<file path="src/rtl/peak_meter.sv">
// peak_meter: absolute peak-level meter with peak hold, stepped decay,
//   8-segment thermometer bar and optional sticky clip indicator.
// Latency: 1 cycle from a sample on meterIn to peak/bar/clip.
// Backpressure: none; one sample is consumed every clk_48 edge, and the
//   meter only observes the audio path.
//
// Ports:
//   clk_48  in   48 kHz sample clock, one sample per rising edge
//   reset   in   asynchronous, active-high
//   clear   in   synchronous clear of peak, state, counters and clip
//   meterIn in   16-bit signed audio sample (mute stage output)
//   peak    out  16-bit held/decaying peak magnitude, 0..32768
//   bar     out  8-bit thermometer display, bar[i] = peak >= 2^(8+i)
//   clip    out  clip indicator
//
// Build option: define PEAK_METER_CLIP_EN to build the clip detector and
// drive bar[7] from clip. Without it, clip is tied low, bar[7] shows
// peak >= 32768 and CLIP_LEVEL/CLIP_HOLD have no effect.

module peak_meter #(
  parameter int unsigned HOLD_SAMPLES = 24000, // 1..65535
  parameter int unsigned DECAY_DIV    = 48,    // 1..65535
  parameter int unsigned DECAY_SHIFT  = 4,     // 1..15
  parameter int unsigned CLIP_LEVEL   = 32767,
  parameter int unsigned CLIP_HOLD    = 48000
) (
  input  logic               clk_48,
  input  logic               reset,
  input  logic               clear,
  input  logic signed [15:0] meterIn,
  output logic        [15:0] peak,
  output logic        [7:0]  bar,
  output logic               clip
);

  typedef enum logic [1:0] {
    ST_IDLE  = 2'd0,
    ST_HOLD  = 2'd1,
    ST_DECAY = 2'd2
  } state_t;

  localparam logic [15:0] HOLD_LD  = 16'(HOLD_SAMPLES);
  localparam logic [15:0] DIV_LAST = 16'(DECAY_DIV - 1);

  state_t      state_q, state_d;
  logic [15:0] peak_q, peak_d;
  logic [15:0] hold_cnt_q, hold_cnt_d;
  logic [15:0] div_cnt_q, div_cnt_d;
  logic [7:0]  bar_q, bar_d;

  logic [16:0] mag;
  logic        capture;
  logic [15:0] step;

  // 17-bit magnitude: sign-extend then negate modulo 2^17, so -32768
  // becomes 32768 instead of wrapping back to a negative value.
  always_comb begin
    if (meterIn[15]) begin
      mag = 17'd0 - {1'b1, meterIn};
    end else begin
      mag = {1'b0, meterIn};
    end
  end

  // A zero sample never captures, so a muted input lets the peak decay.
  assign capture = (mag != 17'd0) && (mag >= {1'b0, peak_q});

  // Always at least 1 so small peaks still reach zero.
  assign step = (peak_q >> DECAY_SHIFT) | 16'd1;

  // ---------------------------------------------------------------------
  // Peak state machine next-state
  // ---------------------------------------------------------------------
  always_comb begin
    state_d    = state_q;
    peak_d     = peak_q;
    hold_cnt_d = hold_cnt_q;
    div_cnt_d  = div_cnt_q;

    if (clear) begin
      state_d    = ST_IDLE;
      peak_d     = 16'd0;
      hold_cnt_d = 16'd0;
      div_cnt_d  = 16'd0;
    end else if (capture) begin
      // Capture wins over both the hold countdown and a decay step.
      state_d    = ST_HOLD;
      peak_d     = mag[15:0];
      hold_cnt_d = HOLD_LD;
      div_cnt_d  = 16'd0;
    end else begin
      case (state_q)
        ST_IDLE: begin
          peak_d = 16'd0;
        end
        ST_HOLD: begin
          hold_cnt_d = hold_cnt_q - 16'd1;
          if (hold_cnt_q == 16'd1) begin
            state_d   = ST_DECAY;
            div_cnt_d = 16'd0;
          end
        end
        ST_DECAY: begin
          if (div_cnt_q == DIV_LAST) begin
            div_cnt_d = 16'd0;
            if (step >= peak_q) begin
              peak_d  = 16'd0;
              state_d = ST_IDLE;
            end else begin
              peak_d = peak_q - step;
            end
          end else begin
            div_cnt_d = div_cnt_q + 16'd1;
          end
        end
        default: begin
          state_d    = ST_IDLE;
          peak_d     = 16'd0;
          hold_cnt_d = 16'd0;
          div_cnt_d  = 16'd0;
        end
      endcase
    end
  end

`ifdef PEAK_METER_CLIP_EN
  // ---------------------------------------------------------------------
  // Clip detector: flag stays up through CLIP_HOLD further non-clip
  // cycles after the counter is reloaded, then drops.
  // ---------------------------------------------------------------------
  localparam int CLIP_CW = (CLIP_HOLD > 1) ? $clog2(CLIP_HOLD + 1) : 1;
  localparam logic [CLIP_CW-1:0] CLIP_LD = CLIP_CW'(CLIP_HOLD);

  logic               clip_q, clip_d;
  logic [CLIP_CW-1:0] clip_cnt_q, clip_cnt_d;
  logic               clip_hit;

  assign clip_hit = (mag >= 17'(CLIP_LEVEL));

  always_comb begin
    clip_d     = clip_q;
    clip_cnt_d = clip_cnt_q;
    if (clear) begin
      clip_d     = 1'b0;
      clip_cnt_d = '0;
    end else if (clip_hit) begin
      clip_d     = 1'b1;
      clip_cnt_d = CLIP_LD;
    end else if (clip_cnt_q != '0) begin
      clip_cnt_d = clip_cnt_q - CLIP_CW'(1);
    end else begin
      clip_d = 1'b0;
    end
  end
`else
  // Clip thresholds have no function in this build; they are folded into
  // a dangling net so they do not read as forgotten parameters.
  logic unused_clip_cfg;
  assign unused_clip_cfg = ^{CLIP_LEVEL, CLIP_HOLD};
`endif

  // ---------------------------------------------------------------------
  // Bar display, computed from next-state peak so it lines up with peak.
  // ---------------------------------------------------------------------
  always_comb begin
    bar_d = 8'h00;
    for (int i = 0; i < 7; i++) begin
      bar_d[i] = (peak_d >= (16'd1 << (8 + i)));
    end
`ifdef PEAK_METER_CLIP_EN
    bar_d[7] = clip_d;
`else
    bar_d[7] = (peak_d >= 16'd32768);
`endif
  end

  // ---------------------------------------------------------------------
  // State registers
  // ---------------------------------------------------------------------
  always_ff @(posedge clk_48 or posedge reset) begin
    if (reset) begin
      state_q    <= ST_IDLE;
      peak_q     <= 16'd0;
      hold_cnt_q <= 16'd0;
      div_cnt_q  <= 16'd0;
      bar_q      <= 8'h00;
`ifdef PEAK_METER_CLIP_EN
      clip_q     <= 1'b0;
      clip_cnt_q <= '0;
`endif
    end else begin
      state_q    <= state_d;
      peak_q     <= peak_d;
      hold_cnt_q <= hold_cnt_d;
      div_cnt_q  <= div_cnt_d;
      bar_q      <= bar_d;
`ifdef PEAK_METER_CLIP_EN
      clip_q     <= clip_d;
      clip_cnt_q <= clip_cnt_d;
`endif
    end
  end

  assign peak = peak_q;
  assign bar  = bar_q;
`ifdef PEAK_METER_CLIP_EN
  assign clip = clip_q;
`else
  assign clip = 1'b0;
`endif

endmodule

</file>
<file path="config.mk">
export PLATFORM = sky130hd
export DESIGN_NAME = peak_meter
export DESIGN_NICKNAME = d
export VERILOG_FILES = /design/src/rtl/peak_meter.sv
export SDC_FILE = /design/constraint.sdc
export NUM_CORES = 1
export LEC_CHECK = 0
export ABC_AREA = 1
export CAP_MARGIN = 15
export CORE_AREA = 2 2 114 94
export CTS_CLUSTER_DIAMETER = 40
export DETAILED_ROUTE_END_ITERATION = 12
export DIE_AREA = 0 0 116 96
export GPL_TIMING_DRIVEN = 0
export PLACE_DENSITY = 0.76
export SLEW_MARGIN = 20
export SYNTH_ARGS = -nofsm -noshare
export SYNTH_HDL_FRONTEND = slang
export SYNTH_SLANG_ARGS = --single-unit
</file>
<file path="constraint.sdc">
create_clock -name clk_48 -period 2.6 [get_ports clk_48]
set_input_delay 0.52 -clock clk_48 [delete_from_list [all_inputs] [get_ports clk_48]]
set_output_delay 0.52 -clock clk_48 [all_outputs]
set_load 0.1 [all_outputs]
</file>
==> results.py, run 1 <==
metrics = {
    "global_routing": {
        "grt_usage": 0.329,
        "grt_pass1_wl_um": 28300,
        "antenna_found_initial": 0,
        "grt_overflow_total": 0,
        "first_global_vias": 5860,
        "grt_max_degree": 59,
    },
    "min_path": {
        "min_path_type": "flop to flop",
        "worstHoldStart": "hold_cnt_q[1]",
        "hold_depth": 2,
        "hold_path_end": "hold_cnt_q[1]",
    },
    "placed_design": {
        "gp_congestion": 0.946,
        "dpl.cell_count": 1037,
        "port_buffers": 42,
        "hpwl_um": 12300,
    },
    "pwr": {
        "leakagePower_nw": 3.51,
        "p_comb_frac": 0.706,
        "switching_share": 0.543,
        "p_int_mw": 4.37,
        "total_power_mw": 9.56,
        "vdd_drop_max_v": 0.000915,
        "p_switching_mw": 5.19,
        "p_seq_frac": 0.150,
        "power_density_nw_per_um2": 1280,
        "clkPwrFrac": 0.143,
    },
    "logic_synthesis": {
        "yosys_warnings": 0,
        "synth-seq-cells": 58,
        "synth_cell_types": 39,
        "syn-num-nets": 910,
        "seq_area_frac_synth": 0.267,
        "synth_top_area_cell": "dfrtp_1",
        "syn_area_sq_um": 5440,
        "yosys.area.top_type_share": 0.267,
        "synth_area_leaders": "dfrtp_1 27%, nand2_1 16%, inv_1 9.2%, ha_1 8.0%, nand3_1 7.7%",
        "syn_avg_cell_area_sq_um": 6.37,
        "syn_inst": 855,
    },
    "cells_and_area": {
        "fill_cells": 795,
        "most-common-layout-cells": "207 x nand2_1, 122 x inv_1, 68 x nor2_1",
        "insertedDiodeCount": 0,
        "drive_above_1_share": 0.237,
        "layout_commonest_cell": "nand2_1",
        "syn_to_final_growth_pct": 37.0,
        "stdcell_count": 1089,
        "final_nets": 999,
    },
    "timing": {
        "fin_ws_ns": -0.329,
        "hold_viol_final": 0,
        "rsz0062_at_grt": "yes",
        "max_slew_margin": 0.349,
        "worst_pin_slew_ns": 0.973,
        "min_period_ns": 2.93,
        "report.final.setup_viol": 58,
        "fin_skew_ns": 0.00737,
        "fmax_mhz": 341,
        "slew_viol_final": 0,
        "fin_hold_ws_ns": 0.557,
        "fin_crit_sh": 1.13,
    },
    "floorplan": {
        "coreArea_sq_um": 9990,
        "dieWidth_um": 116,
        "fp.dieArea_sq_um": 11100,
        "placementRows": 33,
        "die_y_um": 96,
        "ios": 44,
        "initial_core_util": 0.545,
    },
    "critical_path": {
        "reg2reg_depth": 18,
        "path_class": "input pin to flop",
        "worst_ep_arrival_time_ns": 3.18,
        "cp_data_required_time_ns": 2.85,
        "critPathMaxStageDelay_ns": 0.29,
        "r2r_end": "bar[0]",
        "start_kind": "input pin",
        "rrSetupSlack_ns": -0.13,
        "critPathTopFamily": "simple AND/OR/NAND/NOR gates",
        "cp.buffers_inverters": 6,
        "crit_path_top_delay_cell": "dlygate4sd2_1",
        "cp_max_fo": 5,
        "cp-end-kind": "flop",
        "r2r-start": "div_cnt_q[0]",
        "worstPathCellList": "dlygate4sd2_1, nor2_2, nand2_1, nor2_2, nand3_1, nand2_1, nand2_1, nand2_2, inv_2, ha_4, nand3_4, nor3_4, nand4_1, nand4_1, buf_6, nand2_8, buf_4, inv_8, buf_12, nand2_8, o22ai_2",
        "critPathMostFrequentCell": "nand2_1",
    },
    "route": {
        "drc": 0,
        "vias": 6254,
        "wirelength_um": 17800,
        "drt_pre_antenna_iters": 5,
        "detail-route-antenna-nets": 0,
        "first_iter_violations": 614,
        "wl_per_cell_um": 16.3,
        "viasPerCell": 5.74,
    },
    "clock_network": {
        "cts_tree": "built",
        "hold_buffers": 0,
        "cts_num_sinks": 58,
        "clockBufferDepth": 2,
        "cts_root_buffer": "clkbuf_16",
        "cts_buffers": 9,
        "clk_pin_slew_ns": 0.05,
        "htreeDepth": 3,
        "worstSkewPairLatency_ns": 0.34,
    },
    "run_status": {
        "status": "complete, but fails checks",
        "violations": "negative setup slack",
    },
    "job": {
        "cap_violations": 0,
    },
}
## kinds of logic after synthesis
kind of cell / count (synthesis) / share of synthesized area
xor gates and xnor gates: 24 / 0.0386
AOI/OAI and AO/OA: 98 / 0.101
adders and majority gates: 36 / 0.0841
DFF: 58 / 0.267
buffers and inverters: 159 / 0.120
and+or+nand+nor: 479 / 0.389
other: 1 / 0.000689
## metal layers
layer,GRT usage,part of all wire,vias up
li1,-,-,2948
met1,0.442,0.44,2938
met2,0.518,0.45,302
met3,0.0718,0.079,66
met4,0.128,0.033,0
met5,0,0,-
## area by class of cell
| class | instances | area [sq um] | share of cell area |
|---|---|---|---|
| Tap cell | 140 | 175 | 0.0235 |
| Sequential cell | 58 | 1470 | 0.197 |
| Clock buffer | 9 | 225 | 0.0302 |
| Clock inverter | 7 | 118 | 0.0158 |
| Timing Repair Buffer | 78 | 785 | 0.105 |
| Inverter | 139 | 553 | 0.0741 |
| Multi-Input combinational cell | 638 | 3970 | 0.532 |
| Buffer | 20 | 168 | 0.0225 |
## cells in the mapped netlist (all sizes together)
library cell  number
inv              138
nor3b              1
o22ai              4
clkbuf             6
xnor2              3
a21oi             26
nand3             84
clkinv             1
dfrtp             58
a21o               2
o31ai              1
a31oi              5
and3               1
o21ai             56
a22oi              3
nor2              86
nor4               7
nand2            238
nor3              35
nand3b             4
ha                35
conb               1
buf               14
xor2              21
o211ai             1
nand4             23
fa                 1
## worst min-delay path: cells and delay by family (launching register included)
kind	cells	cell delay [ns]
simple gates	1	0.06
compound gates	1	0.08
flops	1	0.37
## power groups by stage
stage | Clock (mW) | Combinational [mW] | Sequential (mW)
after floorplan | 0 | 3.15 | 2.42
after global placement | 0 | 5.31 | 1.43
after detailed placement | 0 | 5.42 | 1.44
after CTS | 1.39 | 6.16 | 1.42
after global routing | 1.43 | 7.28 | 1.46
final | 1.37 | 6.75 | 1.44
## stage by stage
stage / setup TNS [ns] / utilization / instance area [sq um] / setup slack (ns)
floorplan: -19.34 / - / 5620 / -0.454
global placement: -108.46 / 0.622 / 6210 / -1.56
detailed placement: -89.46 / 0.622 / 6220 / -1.72
CTS: -6.66 / 0.716 / 7160 / -0.226
global route: -22.95 / 0.747 / 7460 / -0.476
finish: -13.55 / 0.747 / 7460 / -0.329
## timing repair
| action | CTS | global route |
|---|---|---|
| gates cloned | 5 | 1 |
| pin swaps | 43 | 35 |
| setup buffers | 21 | 9 |
| setup endpoints to repair | 58 | 59 |
| resized for setup | 118 | 64 |
## state kept, by name, indices dropped and copies added, names as in the netlist
name and cells:
peak 16, bar 8, state_q 2, div_cnt_q 16, hold_cnt_q 16
## worst max path at each step
stage / endpoint / startpoint / cells past startpoint / slack, ns
2_1_floorplan: hold_cnt_q[6] / meterIn[0] / 22 / -0.45
3_3_place_gp: hold_cnt_q[1] / meterIn[0] / 21 / -1.56
3_5_place_dp: hold_cnt_q[1] / meterIn[0] / 21 / -1.72
4_1_cts: hold_cnt_q[8] / meterIn[0] / 22 / -0.23
5_1_grt: bar[0] / meterIn[7] / 23 / -0.48
6_report: peak[1] / meterIn[7] / 21 / -0.33
No activity file was read; power rests on OpenSTA's default activity.
==> run 2, diff against run 1 <==
--- a/config.mk
+++ b/config.mk
@@ -13,6 +13,7 @@
 export DIE_AREA = 0 0 116 96
 export GPL_TIMING_DRIVEN = 0
 export PLACE_DENSITY = 0.76
+export SETUP_SLACK_MARGIN = 0.05
 export SLEW_MARGIN = 20
 export SYNTH_ARGS = -nofsm -noshare
 export SYNTH_HDL_FRONTEND = slang
==> run 2 against run 1 <==
Register-to-register slack got worse by 0.04 ns. Combinational power grew 2%. The run still ends with negative setup slack left. Largest cell class unchanged. First-iteration DRC count grew 2.4%. Die area unchanged. Flip-flop and latch count unchanged. Maximum frequency is 0.77% lower. Largest power group unchanged. Clock power is essentially flat. Critical path type unchanged. Sequential share of layout area is 0.082 points lower. Critical path depth up 1. Via count up 0.53%. Non-clock buffer count did not move.
==> results.py, run 2 (synthesis gave the netlist of run 1 again) <==
metrics = {
    "timing": {
        "rsz0062_at_grt": "yes",
        "worst_pin_slew_ns": 0.973,
        "fin_crit_sh": 1.14,
        "fin_skew_ns": 0.00817,
        "max_slew_margin": 0.349,
        "fin_hold_ws_ns": 0.559,
        "min_period_ns": 2.95,
        "hold_viol_final": 0,
        "slew_viol_final": 0,
        "fin_ws_ns": -0.352,
        "fmax_mhz": 339,
        "report.final.setup_viol": 58,
    },
    "critical_path": {
        "worst_ep_arrival_time_ns": 3.18,
        "cp-startpoint": "meterIn[5]",
        "start_kind": "input pin",
        "cp-end-kind": "flop",
        "path_class": "input pin to flop",
        "r2r-start": "peak[6]",
        "cp_data_required_time_ns": 2.83,
        "cp_max_fo": 5,
    },
    "clock_network": {
        "cts_tree": "built",
        "htreeDepth": 3,
        "hold_buffers": 0,
        "cts_root_buffer": "clkbuf_16",
        "clockBufferDepth": 2,
        "worstSkewPairLatency_ns": 0.34,
        "cts_buffers": 9,
        "cts_num_sinks": 58,
        "clk_pin_slew_ns": 0.05,
    },
    "route": {
        "viasPerCell": 5.77,
        "wl_per_cell_um": 16.5,
        "first_iter_violations": 629,
        "vias": 6287,
        "drt_pre_antenna_iters": 6,
        "drc": 0,
        "wirelength_um": 18000,
        "detail-route-antenna-nets": 0,
    },
    "pwr": {
        "total_power_mw": 9.66,
        "vdd_drop_max_v": 0.000911,
        "leakagePower_nw": 3.51,
        "power_density_nw_per_um2": 1290,
    },
    "placed_design": {
        "port_buffers": 42,
        "dpl.cell_count": 1037,
        "hpwl_um": 12300,
        "gp_congestion": 0.946,
    },
    "job": {
        "cap_violations": 0,
    },
    "global_routing": {
        "grt_max_degree": 59,
        "antenna_found_initial": 0,
        "grt_pass1_wl_um": 28700,
        "grt_usage": 0.332,
        "grt_overflow_total": 0,
        "first_global_vias": 5934,
    },
    "cells_and_area": {
        "most-common-layout-cells": "204 x nand2_1, 121 x inv_1, 71 x nor2_1",
        "syn_to_final_growth_pct": 37.6,
        "layout_commonest_cell": "nand2_1",
        "final_nets": 999,
        "drive_above_1_share": 0.240,
        "stdcell_count": 1089,
        "insertedDiodeCount": 0,
    },
    "min_path": {
        "min_path_type": "flop to flop",
        "worstHoldStart": "div_cnt_q[15]",
    },
    "floorplan": {
        "die_y_um": 96,
        "coreArea_sq_um": 9990,
        "dieWidth_um": 116,
        "initial_core_util": 0.545,
        "placementRows": 33,
        "ios": 44,
        "fp.dieArea_sq_um": 11100,
    },
    "run_status": {
        "violations": "negative setup slack",
        "status": "complete, but fails checks",
    },
}
-- run 2: changes by cell type in the layout (fill, tap and decap cells not counted), moves of 2 or more --
cell             change
buf_6                +3
nor2_1               +3
nor3_2               +2
clkdlybuf4s15_1      -3
o21ai_2              +2
buf_4                -4
nor2_2               -3
nand2_1              -3
o21ai_0              -3
clkbuf_2             -2
ha_4                 -2
dlygate4sd2_1        +6
nand2_2              +3
-- run 2: worst paths after layout --
path,endpoint,cells past startpoint,slack (ns)
max,hold_cnt_q[8],22,-0.35
min,div_cnt_q[15],2,0.56
max reg2reg,bar[0],21,-0.17
min reg2reg,div_cnt_q[15],2,0.56
max in group asynchronous,peak[1],2,1.41
min in group asynchronous,hold_cnt_q[9],2,0.66
-- run 2: critical path, cell delays in order --
cell and delay [ns]:
dlygate4sd2_1 0.27, nor2_2 0.15, nand2_2 0.10, o21ai_4 0.19, inv_1 0.06, nand2_1 0.07
nand2_2 0.12, ha_4 0.26, inv_1 0.08, nor3_1 0.06, nor3_1 0.14, nand2_1 0.07
nand2_1 0.06, nand4_1 0.11, buf_6 0.16, nand2_8 0.09, nand2_8 0.08, nor2_4 0.20
inv_4 0.08, buf_8 0.14, o21ai_4 0.12, inv_2 0.04
-- run 2: cell type report --
class                           instances  area [sq um]
Fill cell                             795          2500
Buffer                                 20           171
Inverter                              139           558
Sequential cell                        58          1470
Timing Repair Buffer                   78           807
Clock buffer                            9           225
Multi-Input combinational cell        638          3970
Tap cell                              140           175
Clock inverter                          7           118
-- run 2: stage by stage --
step                setup WS (ns)  TNS (ns)   util  instance area [sq um]
finish                     -0.352    -15.22  0.750                   7490
CTS                        -0.225     -7.05  0.726                   7250
global placement            -1.56   -108.46  0.622                   6210
detailed placement          -1.72    -89.46  0.622                   6220
global route               -0.500    -23.25  0.750                   7490
floorplan                  -0.454    -19.34      -                   5620
-- run 2: where the power goes --
part | leakage (nW) | internal [mW] | switching (mW) | total (mW)
Sequential | 0.749 | 1.15 | 0.285 | 1.43
Combinational | 2.59 | 2.34 | 4.51 | 6.86
Clock | 0.169 | 0.934 | 0.436 | 1.37
-- run 2: layer usage --
| layer | track usage | part of all wire | up-vias |
|---|---|---|---|
| met5 | 0 | 0 | - |
| met4 | 0.128 | 0.037 | 0 |
| met3 | 0.0743 | 0.092 | 72 |
| met2 | 0.521 | 0.45 | 342 |
| met1 | 0.449 | 0.42 | 2923 |
| li1 | - | - | 2950 |
-- run 2: timing repair --
item                       4_1_cts  5_1_grt
setup buffers                   24        6
hold endpoints to repair         0        0
setup endpoints to repair       59       58
gates resized for setup        132       55
cloned                           6        0
pin swaps                       43       29
==> run 3, diff against run 2 <==
--- a/config.mk
+++ b/config.mk
@@ -7,12 +7,12 @@
 export LEC_CHECK = 0
 export ABC_AREA = 1
 export CAP_MARGIN = 15
-export CORE_AREA = 2 2 114 94
+export CORE_AREA = 2 2 134 110
 export CTS_CLUSTER_DIAMETER = 40
+export CTS_CLUSTER_SIZE = 10
 export DETAILED_ROUTE_END_ITERATION = 12
-export DIE_AREA = 0 0 116 96
+export DIE_AREA = 0 0 136 112
 export GPL_TIMING_DRIVEN = 0
-export PLACE_DENSITY = 0.76
 export SETUP_SLACK_MARGIN = 0.05
 export SLEW_MARGIN = 20
 export SYNTH_ARGS = -nofsm -noshare
==> run 3 against run 2 <==
The flow still finishes with violations (negative setup slack). Maximum frequency shrank 1.4%. Core utilization fell by 22 points. Worst setup slack lost 0.043 ns. Non-clock buffer count increased by 1. Count of clock-buffer cells in the layout grew 5. Clock skew hardly changed. Cell area shrank 0.72%. Global-route usage decreased by 9.8 points. Flip-flop and latch count unchanged. Sequential power hardly changed. Critical path type unchanged.
==> results.py, run 3 (synthesis gave the netlist of run 1 again) <==
metrics = {
    "critical_path": {
        "cp-end-kind": "flop",
        "path_class": "input pin to flop",
        "worst_ep_arrival_time_ns": 3.21,
        "start_kind": "input pin",
        "cp_data_required_time_ns": 2.82,
        "cp_max_fo": 6,
    },
    "job": {
        "cap_violations": 0,
    },
    "floorplan": {
        "dieWidth_um": 136,
        "die_y_um": 112,
        "placementRows": 39,
        "ios": 44,
        "fp.dieArea_sq_um": 15200,
        "coreArea_sq_um": 14000,
        "initial_core_util": 0.390,
    },
    "cells_and_area": {
        "most-common-layout-cells": "208 x nand2_1, 124 x inv_1, 72 x nor2_1",
        "stdcell_count": 1135,
        "drive_above_1_share": 0.227,
        "fin_util": 0.533,
        "syn_to_final_growth_pct": 36.6,
        "final_nets": 1001,
        "layout_commonest_cell": "nand2_1",
        "insertedDiodeCount": 0,
        "fill_cells": 1404,
    },
    "pwr": {
        "total_power_mw": 9.36,
        "vdd_drop_max_v": 0.000994,
        "leakagePower_nw": 3.52,
        "power_density_nw_per_um2": 1260,
    },
    "run_status": {
        "violations": "negative setup slack",
        "status": "complete, but fails checks",
    },
    "global_routing": {
        "grt_overflow_total": 0,
        "antenna_found_initial": 0,
        "grt_pass1_wl_um": 28300,
        "first_global_vias": 5562,
        "grt_max_degree": 52,
        "grt_usage": 0.234,
    },
    "placed_design": {
        "port_buffers": 42,
        "hpwl_um": 12400,
        "dpl.cell_count": 1082,
        "gp_congestion": 0.918,
    },
    "timing": {
        "hold_viol_final": 0,
        "worst_pin_slew_ns": 0.987,
        "min_period_ns": 2.99,
        "report.final.setup_viol": 58,
        "rsz0062_at_grt": "yes",
        "fin_crit_sh": 1.15,
        "slew_viol_final": 0,
        "max_slew_margin": 0.340,
        "fin_hold_ws_ns": 0.436,
        "fmax_mhz": 334,
        "fin_ws_ns": -0.395,
        "fin_skew_ns": 0.00863,
    },
    "clock_network": {
        "cts_buffers": 9,
        "worstSkewPairLatency_ns": 0.33,
        "cts_root_buffer": "clkbuf_16",
        "clk_pin_slew_ns": 0.05,
        "htreeDepth": 3,
        "cts_num_sinks": 58,
        "cts_tree": "built",
        "clockBufferDepth": 2,
    },
    "route": {
        "wirelength_um": 17200,
        "viasPerCell": 5.19,
        "detail-route-antenna-nets": 0,
        "drc": 0,
        "vias": 5889,
        "first_iter_violations": 549,
        "wl_per_cell_um": 15.1,
        "drt_pre_antenna_iters": 5,
    },
    "min_path": {
        "min_path_type": "input pin to asynchronous set/reset pin",
    },
}
-- run 3: cell types whose count changed in the layout (fill, tap and decap cells not counted), moves of 4 or more --
cell,before,now
clkbuf_2,0,7
o21ai_1,10,15
nand2_1,204,208
dlygate4sd2_1,9,3
nand3_2,25,18
buf_2,1,5
buf_6,12,8
nand3_1,57,64
-- run 3: path summary, 6_finish.rpt --
kind / from / to / slack, ns / cells past startpoint
worst max-delay path: meterIn[0] / hold_cnt_q[1] / -0.39 / 22
worst min-delay path: reset / bar[4] / 0.44 / 2
worst max register to register: peak[12] / bar[1] / -0.11 / 16
worst min register to register: hold_cnt_q[15] / hold_cnt_q[15] / 0.54 / 2
max in group asynchronous: reset / peak[0] / 1.67 / 3
min in group clk_48: hold_cnt_q[15] / hold_cnt_q[15] / 0.54 / 2
-- run 3: cell type report --
type / instances / area, sq um / area share
Multi-Input combinational cell: 639 / 3920 / 0.527
Timing Repair Buffer: 79 / 797 / 0.107
Inverter: 139 / 551 / 0.0740
Buffer: 20 / 163 / 0.0219
Clock inverter: 2 / 35.0 / 0.00471
Sequential cell: 58 / 1470 / 0.197
Clock buffer: 14 / 274 / 0.0368
Tap cell: 184 / 230 / 0.0310
-- run 3: power breakdown --
part | total [mW] | internal (mW) | switching, mW | leakage, nW
logic | 6.69 | 2.27 | 4.42 | 2.62
registers | 1.43 | 1.15 | 0.283 | 0.749
clock network | 1.24 | 0.819 | 0.420 | 0.153
total | 9.36 | 4.24 | 5.12 | 3.52
-- run 3: routing by layer --
metal  up-vias  GRT usage  wire length, um
met5         -          0                0
met4         0     0.0618              313
met3        28     0.0364             1090
met2       186      0.346             7210
met1      2722      0.353             8560
li1       2953          -                -
-- run 3: through the flow --
stage / instance area (sq um) / setup WS [ns] / TNS [ns]
finish: 7440 / -0.395 / -18.29
global route: 7440 / -0.573 / -28.56
CTS: 7160 / -0.250 / -8.93
detailed placement: 6300 / -1.61 / -85.12
global placement: 6270 / -1.58 / -118.59
floorplan: 5620 / -0.454 / -19.34
-- run 3: what timing repair did --
item	CTS	global route
hold buffers	0	0
resized for setup	128	56
cloned	6	1
setup endpoints to repair	59	60
buffers inserted	15	15
pin swaps	29	36
-- run 3: worst max-delay path, cell delays in order --
cell	delay, ns
buf_8	0.10
clkinvlp_4	0.09
ha_4	0.16
inv_4	0.04
nor2_4	0.14
nand4_1	0.15
nand2_2	0.13
a21o_1	0.14
nand2_2	0.07
ha_4	0.30
nand2_4	0.06
nor3_4	0.21
nand4_1	0.15
nand4_1	0.12
buf_6	0.15
nand2_8	0.09
nand2_8	0.12
nor2_4	0.05
buf_6	0.14
buf_6	0.12
nand2_1	0.08
o21ai_2	0.06
